$ cat src/rtl/sd_apb_fifo_ctrl.sv
// APB slave front end for the SD/SPI engine: store/load FIFOs, wait states, stall timeout.
// pready is combinational from the access FSM; register updates and pulses land on the completion edge.
module sd_apb_fifo_ctrl_fifo #(
  parameter int W     = 16,
  parameter int DEPTH = 8
) (
  input  logic         clk,
  input  logic         rst,
  input  logic         i_push,
  input  logic [W-1:0] i_dat,
  input  logic         i_pop,
  output logic [W-1:0] o_head,
  output logic         o_full,
  output logic         o_empty
);
  localparam int AW = $clog2(DEPTH);

  logic [W-1:0]  r_mem [DEPTH];
  logic [AW-1:0] r_wr;
  logic [AW-1:0] r_rd;
  logic [AW:0]   r_cnt;

  always_ff @(posedge clk) begin
    if (i_push) r_mem[r_wr] <= i_dat;
  end

  always_ff @(posedge clk) begin
    if (rst) begin
      r_wr  <= '0;
      r_rd  <= '0;
      r_cnt <= '0;
    end else begin
      if (i_push) r_wr <= r_wr + AW'(1);
      if (i_pop)  r_rd <= r_rd + AW'(1);
      case ({i_push, i_pop})
        2'b10:   r_cnt <= r_cnt + (AW+1)'(1);
        2'b01:   r_cnt <= r_cnt - (AW+1)'(1);
        default: r_cnt <= r_cnt;
      endcase
    end
  end

  assign o_head  = r_mem[r_rd];
  assign o_full  = (r_cnt == (AW+1)'(DEPTH));
  assign o_empty = (r_cnt == '0);
endmodule

module sd_apb_fifo_ctrl #(
  parameter int DATA_W      = 16,
  parameter int ADDR_W      = 3,
  parameter int FIFO_DEPTH  = 8,
  parameter int WAIT_STATES = 0,
  parameter int STALL_MAX   = 15
) (
  input  logic              pclk,
  input  logic              preset,
  input  logic              psel,
  input  logic              penable,
  input  logic              pwrite,
  input  logic [ADDR_W-1:0] paddr,
  input  logic [DATA_W-1:0] pwdata,
  output logic [DATA_W-1:0] prdata,
  output logic              pready,
  output logic              pslverr,
  output logic [DATA_W-1:0] st_data_o,
  output logic              st_valid_o,
  input  logic              st_ready_i,
  input  logic [DATA_W-1:0] ld_data_i,
  input  logic              ld_valid_i,
  output logic              ld_ready_o,
  output logic [DATA_W-1:0] addr_o,
  output logic              addr_ld_o,
  output logic [DATA_W-1:0] ctrl_o,
  output logic              ctrl_ld_o,
  input  logic [DATA_W-1:0] status_i
);
  localparam int WCW = (WAIT_STATES > 0) ? $clog2(WAIT_STATES + 1) : 1;
  localparam int SCW = (STALL_MAX > 0) ? $clog2(STALL_MAX + 1) : 1;

  typedef enum logic [1:0] {S_IDLE, S_ACCESS, S_STALL} state_t;

  state_t            r_state;
  logic [WCW-1:0]    r_wait;
  logic [SCW-1:0]    r_stall;
  logic              r_st_ovf, r_ld_udf;
  logic [DATA_W-1:0] r_addr, r_ctrl;
  logic              r_addr_ld, r_ctrl_ld;

  logic [2:0]        w_off;
  logic              w_legal, w_st_req, w_ld_req, w_blocked;
  logic              w_active, w_elig, w_timeout, w_done, w_err, w_ok;
  logic              w_st_full, w_st_empty, w_ld_full, w_ld_empty;
  logic              w_st_push, w_st_pop, w_ld_push, w_ld_pop;
  logic [DATA_W-1:0] w_ld_head, w_fstat;

  assign w_off    = paddr[2:0];
  assign w_st_req = pwrite && (w_off == 3'd0);
  assign w_ld_req = !pwrite && (w_off == 3'd1);

  always_comb begin
    w_legal = 1'b0;
    case (w_off)
      3'd0, 3'd2, 3'd3: w_legal = pwrite;
      3'd1, 3'd4:       w_legal = !pwrite;
      3'd5:             w_legal = 1'b1;
      default:          w_legal = 1'b0;
    endcase
  end

  // Only the FIFO data ports can block; every other target completes once wait states expire.
  assign w_blocked = (w_st_req && w_st_full) || (w_ld_req && w_ld_empty);
  assign w_active  = !preset && (r_state != S_IDLE) && psel && penable;
  assign w_elig    = w_active && (r_wait == '0);
  assign w_timeout = w_elig && w_blocked && (r_state == S_STALL) && (r_stall == SCW'(STALL_MAX));
  assign w_done    = w_elig && (!w_blocked || w_timeout);
  assign w_err     = w_done && (!w_legal || w_timeout);
  assign w_ok      = w_done && !w_err;

  assign w_st_push = w_ok && w_st_req;
  assign w_ld_pop  = w_ok && w_ld_req;
  assign w_st_pop  = st_valid_o && st_ready_i;
  assign w_ld_push = ld_valid_i && ld_ready_o;

  sd_apb_fifo_ctrl_fifo #(.W(DATA_W), .DEPTH(FIFO_DEPTH)) u_st_fifo (
    .clk(pclk), .rst(preset), .i_push(w_st_push), .i_dat(pwdata), .i_pop(w_st_pop),
    .o_head(st_data_o), .o_full(w_st_full), .o_empty(w_st_empty)
  );

  sd_apb_fifo_ctrl_fifo #(.W(DATA_W), .DEPTH(FIFO_DEPTH)) u_ld_fifo (
    .clk(pclk), .rst(preset), .i_push(w_ld_push), .i_dat(ld_data_i), .i_pop(w_ld_pop),
    .o_head(w_ld_head), .o_full(w_ld_full), .o_empty(w_ld_empty)
  );

  always_comb begin
    w_fstat      = '0;
    w_fstat[5:0] = {r_ld_udf, r_st_ovf, w_ld_empty, w_ld_full, w_st_empty, w_st_full};
  end

  always_comb begin
    prdata = '0;
    if (w_ok && !pwrite) begin
      case (w_off)
        3'd1:    prdata = w_ld_head;
        3'd4:    prdata = status_i;
        3'd5:    prdata = w_fstat;
        default: prdata = '0;
      endcase
    end
  end

  always_ff @(posedge pclk) begin
    if (preset) begin
      r_state   <= S_IDLE;
      r_wait    <= '0;
      r_stall   <= '0;
      r_st_ovf  <= 1'b0;
      r_ld_udf  <= 1'b0;
      r_addr    <= '0;
      r_ctrl    <= '0;
      r_addr_ld <= 1'b0;
      r_ctrl_ld <= 1'b0;
    end else begin
      r_addr_ld <= 1'b0;
      r_ctrl_ld <= 1'b0;
      case (r_state)
        S_IDLE: begin
          if (psel && !penable) begin
            r_state <= S_ACCESS;
            r_wait  <= WCW'(WAIT_STATES);
            r_stall <= '0;
          end
        end
        S_ACCESS: begin
          if (!(psel && penable))  r_state <= S_IDLE;
          else if (r_wait != '0)   r_wait  <= r_wait - WCW'(1);
          else if (w_done)         r_state <= S_IDLE;
          else                     r_state <= S_STALL;
        end
        S_STALL: begin
          if (!(psel && penable) || w_done) r_state <= S_IDLE;
          else                              r_stall <= r_stall + SCW'(1);
        end
        default: r_state <= S_IDLE;
      endcase
      if (w_ok && pwrite) begin
        case (w_off)
          3'd2: begin r_addr <= pwdata; r_addr_ld <= 1'b1; end
          3'd3: begin r_ctrl <= pwdata; r_ctrl_ld <= 1'b1; end
          3'd5: begin
            if (pwdata[4]) r_st_ovf <= 1'b0;
            if (pwdata[5]) r_ld_udf <= 1'b0;
          end
          default: ;
        endcase
      end
      if (w_timeout) begin
        if (w_st_req) r_st_ovf <= 1'b1;
        else          r_ld_udf <= 1'b1;
      end
    end
  end

  assign pready     = w_done;
  assign pslverr    = w_err;
  assign st_valid_o = !w_st_empty;
  assign ld_ready_o = !preset && !w_ld_full;
  assign addr_o     = r_addr;
  assign addr_ld_o  = r_addr_ld;
  assign ctrl_o     = r_ctrl;
  assign ctrl_ld_o  = r_ctrl_ld;
endmodule
$ cat config.mk
export PLATFORM = sky130hd
export DESIGN_NAME = sd_apb_fifo_ctrl
export DESIGN_NICKNAME = d
export VERILOG_FILES = /design/src/rtl/sd_apb_fifo_ctrl.sv
export SDC_FILE = /design/constraint.sdc
export NUM_CORES = 1
export LEC_CHECK = 0
export CORE_ASPECT_RATIO = 0.6
export CORE_MARGIN = 1.5
export CORE_UTILIZATION = 45
export DETAILED_ROUTE_END_ITERATION = 8
export GPL_ROUTABILITY_DRIVEN = 1
export HOLD_SLACK_MARGIN = 0.05
export MAX_ROUTING_LAYER = met4
export PLACE_DENSITY = 0.67
export SLEW_MARGIN = 20
export SYNTH_ARGS = -nofsm -noshare
export SYNTH_HDL_FRONTEND = slang
export SYNTH_HIERARCHICAL = 1
export SYNTH_SLANG_ARGS = --single-unit
$ cat constraint.sdc
create_clock -name pclk -period 5.3 [get_ports pclk]
set_input_delay 0.795 -clock pclk [delete_from_list [all_inputs] [get_ports pclk]]
set_output_delay 0.795 -clock pclk [all_outputs]
set_load 0.005 [all_outputs]
==> key figures, run 1 <==
Outcome
  • Status: finished, final reports clean

Logic synthesis
  • Yosys reg bits: between 300 and 400
  • EDFF count, synth: between 200 and 300
  • Netlist Area Pre-Place: around 13,000 µm²
  • Area share of the largest cell type after synthesis: roughly 58%
  • Syn Area/Cell: approximately 17 µm²
  • Register area share after synthesis: between 60% and 70%
  • Post-Syn Instances: roughly 770
  • Synth top area cells: edfxtp_1, mux4_1, dfxtp_1
  • YS warnings: 6
  • Synth area leader: edfxtp_1
  • Share of synthesized flip-flops with an asynchronous set or reset: 0%
  • Netlist cell types: just over 50
  • Syn Nets: between 800 and 900
  • Synth Flop Type: edfxtp_1

GRT
  • Number of global-route vias before repair: 7,320
  • GRT Util Overall: between 20% and 30%
  • Largest net degree at the start of global routing: between 60 and 70
  • Antenna violations before repair: 0
  • Grt ovf: 0
  • First-pass GRT wire length: around 44,000 µm

Setup path
  • Crit path max-delay family: simple AND/OR/NAND/NOR gates
  • Cells along the critical path: clkdlybuf4s50_1 > nand3b_2 > or2_0 > nor4b_4 > a22o_1 > clkdlybuf4s50_1
  • WP buf/inv: 2
  • Most frequent CP cell: clkdlybuf4s50_1
  • RR Startpoint: r_state[1]
  • R2R Setup Slk: about 1.7 ns
  • Worst path max stage delay: a little over 1 ns
  • CP endpoint kind: primary output
  • Startpoint types: input pin
  • Req. time, crit path: around 4.5 ns
  • Reg2Reg Depth: 8
  • Crit Path Class: input pin to primary output
  • Slowest cell on crit path: nor4b_4
  • Stages on worst setup path: 6
  • WP data arrival: about 3.8 ns
  • Worst R2R End: u_ld_fifo/r_cnt[3]
  • CP Max Fanout: 15

Clocking
  • # clock sinks: 324
  • Clk pin slew, worst setup/hold paths: 0.06 ns
  • Post-CTS setup buffers: 0
  • Htree depth: 1
  • Clk root buf: clkbuf_16
  • Maximum clock path buffer count: 3
  • # hold bufs at CTS: 0
  • CTS tree: done
  • Clock Latency Late Sink: ~0.55 ns
  • Cts repair resizes: 0
  • Inserted Clock Buffers: 29

STA
  • Final setup viols: 0
  • Min Tclk post-route: roughly 4.6 ns
  • Peak Freq: 0.219 GHz
  • Final hold violations: 0
  • Slew @ Worst Pin: 1.13 ns
  • RSZ-0062 raised after global routing: false
  • Pins Over Slew Limit: 0
  • Period utilization: between 80% and 90%
  • Post-Route Setup TNS: 0 ns
  • Max-slew headroom: between 20% and 30%
  • Fin worst setup slack: about 0.73 ns
  • Final clock skew: roughly 0.016 ns

Power and ir drop
  • PD cells: about 320 nW/µm²
  • Max VDD drop: approximately 0.00023 V
  • LEAKAGE: about 5.2 nW

Placed design
  • DP HPWL: between 15,000 and 20,000 µm
  • Place WS: 0.726 ns
  • Gp weighted congestion: roughly 0.8
  • Port bufs: roughly 130

Route
  • Initial DRC count: a little over 600
  • Drt pass-1 iters: 5
  • DRT Wirelength: about 30,000 µm
  • Final ANT Viol Nets: 0
  • Vias/cell: ~5.7
  • Wire per inst: approximately 22 µm
  • DRC: 0
  • Vias: approximately 7.4k

Floorplan
  • Top-Level Pins: 128
  • Starting Density: a little under half
  • Die H: roughly 140 µm
  • Rows: between 40 and 50
  • Chip width: about 220 µm
  • Die Area: around 30,000 µm²
  • Core area: between 20,000 and 30,000 µm²

Final layout
  • Ant diodes: 0
  • Share of layout cells above drive strength 1: 14.6%
  • Synth-to-Final Area Change: 20.3%
  • Post-layout nets: between 900 and 1k

Min path
  • Hold path startpoint: ctrl_o[7]
  • Hold Path End: ctrl_o[7]
  • Min-delay worst type: flop to flop
  • Hold Crit Depth: 2

Run
  • Max Cap Viol: 0
[layer usage]
metal | routed length, µm | GRT usage [%] | part of all wire (%) | vias up
li1 | - | - | - | 3386
met1 | 13900 | 29.5 | 48 | 3791
met2 | 12900 | 28.6 | 44 | 202
met3 | 1900 | 4.54 | 6.5 | 37
met4 | 499 | 4.18 | 1.7 | 0
met5 | 0 | - | 0 | -
[cells in the mapped netlist (3+ instances only)]
master / count
xor2_1: 10
or3_1: 3
inv_1: 7
mux2i_1: 7
ha_1: 11
nand3_1: 36
mux4_2: 8
a21oi_1: 41
nor4_1: 5
nor2b_1: 6
buf_6: 9
nor4b_1: 4
nand2_1: 13
edfxtp_1: 256
mux2_2: 42
clkbuf_2: 4
buf_1: 6
nand2b_1: 9
o31ai_1: 3
nor2_1: 46
buf_2: 7
a22o_1: 10
dfxtp_1: 68
o21ai_0: 37
or4_1: 3
xnor2_1: 4
nor3_1: 7
a22oi_1: 6
mux4_1: 56
clkbuf_1: 20
[flip-flops by register name, indices dropped and copies added, names as in the netlist, named ones only]
name	flops
u_ld_fifo/r_mem	128
u_st_fifo/r_mem	128
addr_o	16
ctrl_o	16
r_stall	4
u_ld_fifo/r_cnt	4
u_st_fifo/r_cnt	4
u_ld_fifo/r_rd	3
u_ld_fifo/r_wr	3
u_st_fifo/r_rd	3
u_st_fifo/r_wr	3
r_state	2
addr_ld_o	1
ctrl_ld_o	1
r_ld_udf	1
r_st_ovf	1
[report_power, final]
group / internal (mW) / total, mW / switching, mW
sequential: 2.75 / 2.76 / 0.00729
combinational: 0.0700 / 0.166 / 0.0963
clock: 1.23 / 2.13 / 0.897
[cells in the final DEF (no fill, tap or decap), types with 11 or more instances in the layout]
cell,netlist,routed
edfxtp_1,256,256
clkdlybuf4s50_1,0,126
dfxtp_1,68,66
mux4_1,56,56
nor2_1,46,46
mux2_2,42,42
a21oi_1,41,41
o21ai_0,37,37
nand3_1,36,36
clkbuf_16,0,29
buf_4,2,29
nand2_1,13,13
ha_1,11,11
[layout make-up]
class | instances | area (µm²)
clock inverters | 14 | 180
flip-flops and latches | 324 | 9050
inverters | 7 | 26.3
fillers | 2214 | 12900
multi-input cells | 393 | 3930
well taps | 375 | 469
repair buffers | 156 | 1480
clock buffers | 39 | 783
[kinds of logic after synthesis]
logic type,after synthesis,share of synthesized area [%]
compound gates,109,4.90
xor+xnor,14,0.926
fa+ha+maj,11,1.04
buf+inv,55,2.23
flops,324,68.3
mux,113,16.6
simple gates,146,5.98
[tightest hold or removal path, stage by stage (launching register included)]
cell,delay (ns)
dfxtp_1,0.31
o21ai_0,0.06
a21oi_1,0.06
[through the flow]
stage          hold slack [ns]  power (mW)  utilization [%]  cells  instance area, µm²
6_report                 0.476        5.06             55.3   1308               15900
5_1_grt                  0.498        5.21             55.3   1308               15900
4_1_cts                  0.476        5.11             55.3   1308               15900
3_5_place_dp             0.467        2.98             51.9   1255               15000
3_3_place_gp             0.460        2.98             51.9   1255               15000
2_1_floorplan            0.452        2.87                -    772               13200
[worst max-delay path by stage]
| stage | start | endpoint | slack, ns |
|---|---|---|---|
| final | penable | prdata[8] | 0.73 |
| after floorplan | paddr[2] | u_st_fifo/r_mem[4][0] | 1.40 |
| after global placement | penable | prdata[10] | 0.78 |
| after CTS | penable | prdata[8] | 0.72 |
| after global routing | penable | prdata[13] | 0.60 |
| after detailed placement | penable | prdata[8] | 0.73 |
Note: power is estimated with default switching activity, not from simulation.
==> run 2: changes to the inputs <==
Settings changed: SKIP_CTS_REPAIR_TIMING from default to 1.
Clock period 5.3 ns to 4.45 ns, I/O delays scaled along.
==> run 2 against run 1 <==
Compared with the run above: final cell count grew 0.23%; via count shrank 0.62%; count of clock-buffer cells in the layout grew 2; clock skew shrank 0.0060 ns; sequential power grew 19%; hold slack lost 0.0011 ns; register-to-register slack lost 0.86 ns; critical path type is now flop to primary output; critical endpoint is now prdata[7]; largest cell class unchanged.
==> key figures, run 2 (same netlist as run 1, synthesis figures left out) <==
STA
  • Fin worst setup slack: roughly 0.45 ns
  • Final hold violations: 0
  • Slew @ Worst Pin: 0.900 ns
  • Pins Over Slew Limit: 0
  • Final setup viols: 0
  • Post-Route Setup TNS: 0 ns
  • Min Tclk post-route: around 4 ns
  • Worst hold margin: 0.475 ns
  • Period utilization: 89.9%
  • Peak Freq: 0.250 GHz
  • Max-slew headroom: 39.9%
  • RSZ-0062 raised after global routing: false
  • Final clock skew: slightly above 0.01 ns

Floorplan
  • Chip width: between 200 and 250 µm
  • Top-Level Pins: around 130
  • Core area: 28,800 µm²
  • Rows: 48
  • Die Area: 30,500 µm²
  • Starting Density: roughly 46%
  • Die H: 136 µm

GRT
  • GRT Util Overall: between 10% and 20%
  • Number of global-route vias before repair: 7,186
  • Largest net degree at the start of global routing: just over 60
  • Grt ovf: 0
  • Antenna violations before repair: 0
  • First-pass GRT wire length: approximately 44,000 µm

Outcome
  • Status: finished, final reports clean

Final layout
  • Post-layout nets: 983
  • Most common cell after layout, fill and taps aside: edfxtp_1
  • Ant diodes: 0
  • Area of the multi-input gates: roughly 3900 µm²
  • Fin cells: between 1k and 1.5k
  • Largest registers: u_ld_fifo/r_mem: 128 flops, u_st_fifo/r_mem: 128 flops
  • Synth-to-Final Area Change: 20.5%
  • Most frequent cells in the layout: edfxtp_1, clkdlybuf4s50_1, dfxtp_1
  • # fillers: about 2.2k
  • Share of layout cells above drive strength 1: about 15%
  • FF/Latch Area: 9050 µm²
  • Post-Layout Inst Area: 16,000 µm²

Placed design
  • DP HPWL: between 15,000 and 20,000 µm
  • Gp weighted congestion: a little under 0.8
  • Placed Area: 15,000 µm²
  • Place WS: 0.489 ns
  • Placed Cells: between 1k and 1.5k
  • Port bufs: 127

Setup path
  • Cells along the critical path: nor4b_1 > nand3b_4 > a211oi_1 > nor4b_4 > buf_4 > a22o_1 > clkdlybuf4s50_1
  • Crit Path Class: flop to primary output
  • WP data arrival: around 3.3 ns
  • CP endpoint kind: primary output
  • Req. time, crit path: about 3.8 ns
  • Slowest cell on crit path: nor4b_1
  • CP Max Fanout: 15
  • Startpoint types: flop
  • Worst path max stage delay: 0.68 ns

Route
  • Vias/cell: 5.62
  • DRT Wirelength: 28,800 µm
  • Final ANT Viol Nets: 0
  • Initial DRC count: 556
  • Vias: roughly 7.4k
  • Wire per inst: 21.9 µm
  • DRC: 0
  • Drt pass-1 iters: 7

Min path
  • Min-delay worst type: flop to flop

Power and ir drop
  • PD cells: about 380 nW/µm²
  • Max VDD drop: approximately 0.00035 V
  • LEAKAGE: 5.18 nW

Clocking
  • Clock Latency Late Sink: 0.55 ns
  • Maximum clock path buffer count: 3
  • Clk root buf: clkbuf_16
  • Htree depth: 1
  • Clk pin slew, worst setup/hold paths: ~0.060 ns
  • Inserted Clock Buffers: 29
  • # clock sinks: ~320
  • CTS tree: done

Run
  • Max Cap Viol: 0
==> run 2: changes by cell type in the layout (fill, tap and decap cells not counted), sizes merged <==
cell	change
inv	-1
clkbuf	+2
bufinv	+1
clkinvlp	-2
buf	+3
==> run 2: power by group <==
part | internal, mW | switching (mW) | total (mW) | leakage, nW
Clock | 1.51 | 1.04 | 2.55 | 0.467
Combinational | 0.0830 | 0.113 | 0.196 | 1.85
Sequential | 3.28 | 0.00849 | 3.29 | 2.86
==> run 2: cell type report <==
cell class | instances | area share (%)
Multi-Input combinational cell | 393 | 24.7
Sequential cell | 324 | 56.7
Tap cell | 375 | 2.94
Clock inverter | 12 | 1.15
Clock buffer | 41 | 4.89
Inverter | 7 | 0.165
Timing Repair Buffer | 159 | 9.44
==> run 2: worst paths after layout <==
| kind | end | depth (start not counted) | slack (ns) | from |
|---|---|---|---|---|
| max | prdata[7] | 7 | 0.45 | u_st_fifo/r_cnt[1] |
| min reg2reg | addr_o[0] | 2 | 0.48 | addr_o[0] |
| max reg2reg | u_st_fifo/r_cnt[3] | 11 | 0.86 | u_st_fifo/r_cnt[1] |
| min | addr_o[0] | 2 | 0.48 | addr_o[0] |
==> run 2: worst max-delay path, delay by kind of cell, from the launching register on <==
kind | cells | cell delay (ns)
AO/OA/AOI/OAI | 2 | 0.83
AND/OR/NAND/NOR | 3 | 0.88
buffers and inverters | 2 | 0.68
flip-flops | 1 | 0.38
==> run 2: through the flow <==
step	utilization (%)	total power, mW
final	55.4	6.04
after global routing	55.4	6.22
after CTS	55.3	6.09
after detailed placement	52.0	3.55
after global placement	52.0	3.54
after floorplan	-	3.42
==> run 2: metal layers <==
layer	track usage [%]	share of wire, %	vias to the layer above
met5	-	0	-
met4	4.29	2.0	0
met3	4.02	5.6	43
met2	27.5	43	170
met1	29.9	49	3769
li1	-	-	3388
==> RTL edit, RTL diff (settings of run 2) <==
One comparison of `r_cnt` changes from == to >=.
--- a/src/rtl/sd_apb_fifo_ctrl.sv
+++ b/src/rtl/sd_apb_fifo_ctrl.sv
@@ -42,5 +42,5 @@
 
   assign o_head  = r_mem[r_rd];
-  assign o_full  = (r_cnt == (AW+1)'(DEPTH));
+  assign o_full  = (r_cnt >= (AW+1)'(DEPTH));
   assign o_empty = (r_cnt == '0);
 endmodule
Check against the original RTL: same outputs for any inputs over 4 cycles, from zero or initial values and one cycle with preset high; that may be too few to reach the edited logic, so the function may still have changed.
==> RTL edit against run 2 <==
Register-to-register slack gained 0.16 ns; worst hold slack better by 0.0043 ns; sequential power about the same; sequential cell count unchanged; design area rose by 0.46%; synthesized area is 0.26% lower; routed wire length grew 1.8%; clock skew is 0.0039 ns higher; setup slack better by 0.077 ns; power up 1.1%; core utilization is 0.26 points higher; sequential share of layout area shrank 0.27 points; first-iteration DRC count grew 7.9%; critical path type unchanged; largest cell class unchanged; highest routed layer unchanged.
==> RTL edit: results (changes against run 2) <==
status complete, no violations; Num CTS Buffers 30 (+3.4%); asr flop ratio synth 0 (unchanged); adder-cell share of the synthesized area 0.01042 (+0.00002758); WL per Instance 22.19 um (+1.2%); worst hold path endpoint ctrl_o[2]; delay-heaviest family, CP buffers and inverters; launching point of the worst reg2reg path u_ld_fifo/r_cnt[1]; Bufs on Longest Clock Path 3 (unchanged); min-delay src ctrl_o[2]; slowest cell delay on critical path 0.60 ns (-0.08 ns); clk root buf clkbuf_16; 1st-iter DRT viols 600 (+7.9%); layout cells sized above 1 0.1578 (+0.01147); # fillers 2,228 (+0.18%); leakage power 5.242 nW (+1.2%); register area share after synthesis 0.6852 (+0.001813); crit path max fanout 15 (unchanged); grt ovf 0 (unchanged); CP arrival 3.25 ns (-0.08 ns); largest cells by area after synthesis edfxtp_1, mux4_1, dfxtp_1, mux2_2, a21oi_1; peak supply drop 0.3251 mV (-6.2%); Clock Skew 0.01410 ns (+0.003894 ns); most frequent cells after synthesis edfxtp_1, dfxtp_1, mux4_1; Min Hold Slack 0.4794 ns (+0.004315 ns); routability cong. 0.7956 (+0.91%); Place WS 0.5703 ns (+0.08150 ns); largest net degree at the start of global routing 62 (unchanged); first-pass GRT wire length 44.16 mm (+1.0%); Yosys cell types 50 (-2.0%); mux cell area share after synthesis 0.1645 (-0.001266); R2R depth 13 (+2); worst flop-to-flop path endpoint u_ld_fifo/r_cnt[2]; Synth Area in XOR/XNOR 0.009286 (+0.00002457); Syn Nets 839 (-0.24%); Final HPWL DP 18.44 mm (-0.67%); Clock Latency Late Sink 0.56 ns; Final nets 991 (+0.81%); count of non-filler cells in the finished layout 1,319 (+0.61%); GRT Overall Usage 0.2020 (+0.004660); number of synthesized flops with an enable pin 256 (unchanged); R2R Setup Slk 1.02 ns (+0.16 ns); Synth Area in Compound Gates 0.04974 (+0.0006986); Synth Instances 770 (-0.26%); post-route clock period utilization 0.8813 (-0.01730); clk slew on worst S/H paths 0.07 ns; Slew headroom 0.3808 (-0.01821); via count 7,398 (+0.38%); vias in the first global route 7,182 (-0.056%); Final Instance Area 16,030 um2 (+0.46%); Crit-path slowest cell a211oi_1; initial antenna violation count 1 (+1); Sw Pwr 1.217 mW (+4.3%); TritonRoute pass-1 iters 5 (-2); Cell Area, Placed 15,010 um2 (+0.16%)
RTL edit: cell types whose count changed in the layout (fill, tap and decap cells not counted), sizes merged, moves of 3 or more:
cell and delta:
buf +7, clkinvlp +3, nor4b -4, clkinv +3
RTL edit: cell families (layout without fill, tap and decap cells):
| family | count (synthesis) | in the layout |
|---|---|---|
| compound gates | 111 | 111 |
| xor+xnor | 14 | 14 |
| fa+ha+maj | 11 | 11 |
| buf+inv | 53 | 227 |
| flops | 324 | 324 |
| mux | 111 | 111 |
| simple gates | 146 | 146 |
RTL edit: power groups by stage:
stage,Sequential [mW],Clock (mW),Combinational (mW)
floorplan,3.35,0,0.0727
global placement,3.35,0,0.197
detailed placement,3.35,0,0.199
CTS,3.28,2.69,0.200
global route,3.28,2.82,0.215
finish,3.28,2.62,0.198
RTL edit: worst max-delay path by stage:
stage	start	slack, ns	endpoint	depth (start not counted)
4_1_cts	flip-flop	0.51	prdata[4]	6
2_1_floorplan	paddr[2]	0.68	u_st_fifo/r_mem[4][0]	6
3_3_place_gp	penable	0.61	prdata[15]	7
3_5_place_dp	penable	0.57	u_ld_fifo/r_cnt[2]	12
5_1_grt	u_ld_fifo/r_cnt[0]	0.34	prdata[15]	8
6_report	u_ld_fifo/r_cnt[1]	0.53	prdata[15]	8
RTL edit: metal layers:
metal,GRT usage,up-vias,part of all wire
met2,0.2783,167,0.43
met5,-,-,0
met1,0.3118,3800,0.51
met3,0.03882,37,0.048
li1,-,3394,-
met4,0.03716,0,0.015
RTL edit: cell type report:
class,count,share of cell area
sequential,324,0.5646
multi-input combinational,393,0.2439
timing repair buffer,166,0.09725
clock buffer,39,0.05347
tap,375,0.02927
clock inverter,15,0.009835
inverter,7,0.001639
